### config.mk
export PLATFORM = sky130hd
export DESIGN_NAME = scan_chain_ctrl
export DESIGN_NICKNAME = d
export VERILOG_FILES = /design/src/rtl/scan_chain_ctrl.sv
export SDC_FILE = /design/constraint.sdc
export NUM_CORES = 1
export LEC_CHECK = 0
export ABC_AREA = 1
export CAP_MARGIN = 20
export CELL_PAD_IN_SITES_DETAIL_PLACEMENT = 0
export CELL_PAD_IN_SITES_GLOBAL_PLACEMENT = 1
export CORE_MARGIN = 3
export CORE_UTILIZATION = 36
export CTS_CLUSTER_DIAMETER = 30
export DETAILED_ROUTE_END_ITERATION = 8
export GPL_TIMING_DRIVEN = 0
export PLACE_DENSITY_LB_ADDON = 0.1
export SYNTH_ARGS = -nofsm -noshare
export SYNTH_HDL_FRONTEND = slang
export SYNTH_SLANG_ARGS = --single-unit
### constraint.sdc
create_clock -name clk -period 2.1 [get_ports clk]
set_input_delay 0.42 -clock clk [delete_from_list [all_inputs] [get_ports clk]]
set_output_delay 0.42 -clock clk [all_outputs]
set_load 0.03 [all_outputs]
### src/rtl/scan_chain_ctrl.sv
// Mux-D scan chain of WIDTH cells with a self-timed WIDTH-cycle shift sequencer.
// Optional shadow update register `upd` is built when SCAN_UPDATE_EN is defined.
module scan_chain_ctrl #(
    parameter int WIDTH = 8,
    parameter int CNT_W = 6
) (
    input  logic             clk,
    input  logic             reset,
    input  logic [WIDTH-1:0] d,
    input  logic             cap_en,
    input  logic             si,
    input  logic             start,
    output logic [WIDTH-1:0] q,
    output logic             so,
    output logic             se,
    output logic             busy,
    output logic             done
`ifdef SCAN_UPDATE_EN
    ,
    output logic [WIDTH-1:0] upd
`endif
);

    typedef enum logic [1:0] {
        IDLE  = 2'd0,
        SHIFT = 2'd1,
        DONE  = 2'd2
    } state_t;

    localparam logic [CNT_W-1:0] LAST = CNT_W'(WIDTH - 1);

    state_t           state, state_nxt;
    logic [CNT_W-1:0] cnt, cnt_nxt;
    logic [WIDTH-1:0] q_nxt;

    // NOTE: every always_comb output gets a default first, so no path can infer a latch.
    always_comb begin
        state_nxt = state;
        q_nxt     = q;
        cnt_nxt   = cnt;
        case (state)
            IDLE: begin
                if (start) begin
                    state_nxt = SHIFT;
                    cnt_nxt   = '0;
                end else if (cap_en) begin
                    q_nxt = d;
                end
            end
            SHIFT: begin
                // Shift-left form also covers WIDTH=1, where it reduces to q <= si.
                q_nxt = (q << 1) | WIDTH'(si);
                if (cnt == LAST) begin
                    state_nxt = DONE;
                end else begin
                    cnt_nxt = cnt + CNT_W'(1);
                end
            end
            DONE:    state_nxt = IDLE;
            default: state_nxt = IDLE;
        endcase
    end

    // NOTE: sequential state uses non-blocking assignments so every flop samples pre-edge values.
    always_ff @(posedge clk or negedge reset) begin
        if (!reset) begin
            state <= IDLE;
            q     <= '0;
            cnt   <= '0;
        end else begin
            state <= state_nxt;
            q     <= q_nxt;
            cnt   <= cnt_nxt;
        end
    end

    // Status flags are decoded from the next state so they change on the same edge as state.
    always_ff @(posedge clk or negedge reset) begin
        if (!reset) begin
            se   <= 1'b0;
            busy <= 1'b0;
            done <= 1'b0;
        end else begin
            se   <= (state_nxt == SHIFT);
            busy <= (state_nxt != IDLE);
            done <= (state_nxt == DONE);
        end
    end

`ifdef SCAN_UPDATE_EN
    // Loads together with the final shift so functional logic never sees partial data.
    always_ff @(posedge clk or negedge reset) begin
        if (!reset) begin
            upd <= '0;
        end else if (state == SHIFT && state_nxt == DONE) begin
            upd <= q_nxt;
        end
    end
`endif

    assign so = q[WIDTH-1];

endmodule

==> results.txt <==
Slew @ Worst Pin: 864 ps
Initial DRC Count: 7
DIE HEIGHT: 57.1 µm
Setup CP Type: reg2out
Port Buf Inserts: 24
largest cells by area after synthesis: dfrtp_1, nand2_1, inv_1
PwrDens: 1490 nW/µm²
endpoints failing hold: 0
hold path cells: 2
post-synth top area share: 50.5%
post-DP HPWL: 1.41 mm
die width: 57.1 µm
status: completed
global-route wire length before repair: 3.68 mm
post-synthesis sequential area ratio: 50.5%
pin count of the biggest net entering global routing: 20
area leader, netlist: dfrtp_1
reg2reg setup slack: 810 ps
Inserted Clock Buffers: 3
most frequent cells in the layout: nand2_1, clkdlybuf4s50_1, dfrtp_1
fin nets: 157
Mapped Cells: 114
Critical Path End Type: primary output
initial antenna violation count: 0
CP Launch Type: register
Placed Instance Area: 1220 µm²
Yosys cell types: 21
netlist area before placement: 941 µm²
fraction of final layout cells with drive strength greater than 1: 12.0%
Setup violations, final: 0
Peak VDD IR: 0.817 mV
H-tree depth: 1
critical path data required time: 1680 ps
DRC: 0
routed vias/inst: 4.68
RSZ-0062 raised after global routing: false
Leakage Power: 0.600 nW
io pins: 25
syn nets: 128
ANT cells: 0
Crit-path slowest cell: clkdlybuf4s50_1
number of global-route vias before repair: 821
Initial Util: 40.2%
CTS tree: yes
max cap viols: 0
area of the multi-input gates: 388 µm²
RR Endpoint: cnt[3]
Core Region: 2340 µm²
worst r2r src: cnt[0]
# Post-CTS Setup Buffers: 0
skew final: 1.13 ps
CTS Sinks: 19
Die Footprint: 3260 µm²
hold buffers post-CTS: 0
Period minus WS final: 1880 ps
startpoint of the worst hold path: q[2]
Slowest Stage Delay on Critical Path: 660 ps
Slew HR: 42.2%
FF-to-FF path depth: 8
Worst Path Max Fanout: 3
Overflow after GRT: 0
fin crit share: 89.4%
Detailed Route WL: 1.99 mm
Final Slew Violations: 0
leading cell type in the layout, fill and taps excluded: nand2_1
Setup TNS: 0 ps
Mean Syn Cell Area: 8.25 µm²
worst hold endpoint: q[2]
area grow syn2layout: 32.0%
WL/cell: 11.7 µm
All-Layer GR Usage: 14.0%
Final ANT Viol Nets: 0
CTS Buffer Depth: 2
CP Cell Sequence: buf_4, clkdlybuf4s50_1
Vias: 795
CTS root buffer: clkbuf_4
fill count: 239
FP Rows: 17
worst hold path type: reg2reg
Final Cell Area: 1240 µm²
critical path data arrival time: 1460 ps
clock transition at the registers of the reported paths: 110 ps
GP Congestion: 0.749
PostCTS Resize Cnt: 0
first-pass iteration count of the detailed router: 4
Max Freq: 533 MHz
Clock Latency Late Sink: 290 ps
Synthesis Warnings: 0
Sequential Area: 475 µm²
FF+latch count, synth: 19
-- worst max-delay path: cells and delay by family, from the launching register on --
kind                   cells  cell delay [ps]
buffers and inverters      2              780
DFF                        1              400
-- final cells by class --
class                      count  share of cell area [%]
multi-input combinational     80                    31.2
sequential                    19                    38.3
tap                           28                    2.82
clock buffer                   4                    2.11
buffer                         3                    2.42
timing repair buffer          24                    19.3
inverter                      12                    3.83
-- Yosys cell counts --
cell,count
nand2_1,40
dfrtp_1,19
inv_1,10
nor2_1,7
o21ai_0,7
o21ai_1,7
nand2_2,4
nand3_1,4
buf_6,2
nand2_4,2
o21bai_1,2
a21oi_1,1
buf_4,1
ha_1,1
inv_2,1
inv_4,1
nand3_2,1
nand4_1,1
nor2_4,1
o211ai_1,1
or2_2,1
-- where the power goes --
| group | internal [mW] | total, mW | switching (mW) |
|---|---|---|---|
| Sequential | 0.510 | 0.606 | 0.0960 |
| Combinational | 0.421 | 1.06 | 0.635 |
| Clock | 0.0738 | 0.189 | 0.115 |
-- per-layer routing --
metal | wire length (µm) | vias to the layer above | GRT usage, %
li1 | - | 413 | -
met4 | 16 | 0 | 4.97
met2 | 881 | 18 | 22.8
met1 | 968 | 362 | 18.1
met3 | 119 | 2 | 3.39
met5 | 0 | - | 0
-- kinds of logic (layout without fill, tap and decap cells) --
logic type	count (synthesis)	after routing	synth area share [%]
adders and majority gates	1	1	1.33
DFF	19	19	50.5
buffers and inverters	15	43	8.25
AOI/OAI and AO/OA	18	18	10.4
and+or+nand+nor	61	61	29.5
-- metrics by stage --
step	util [%]	setup slack [ps]	total power, mW	std cells	hold WS (ps)
CTS	53.1	207	1.87	170	546
global route	53.1	160	2.04	170	582
floorplan	-	959	1.32	114	124
detailed placement	52.0	549	1.68	166	517
global placement	52.0	545	1.67	166	511
finish	53.1	224	1.85	170	543
-- state kept, by name, indices dropped and copies added (netlist names) --
register and cells:
done 1, q 8, cnt 6, se 1, state 2, busy 1
-- worst max path at each step --
stage / depth (start not counted) / slack [ps] / startpoint / endpoint
3_5_place_dp: 1 / 550 / reset / q[5]
4_1_cts: 2 / 210 / q[7] / q[7]
6_report: 2 / 220 / q[7] / q[7]
3_3_place_gp: 1 / 550 / reset / q[5]
5_1_grt: 2 / 160 / q[7] / q[7]
2_1_floorplan: 1 / 960 / q[7] / q[7]
(Power assumes the default switching activity.)
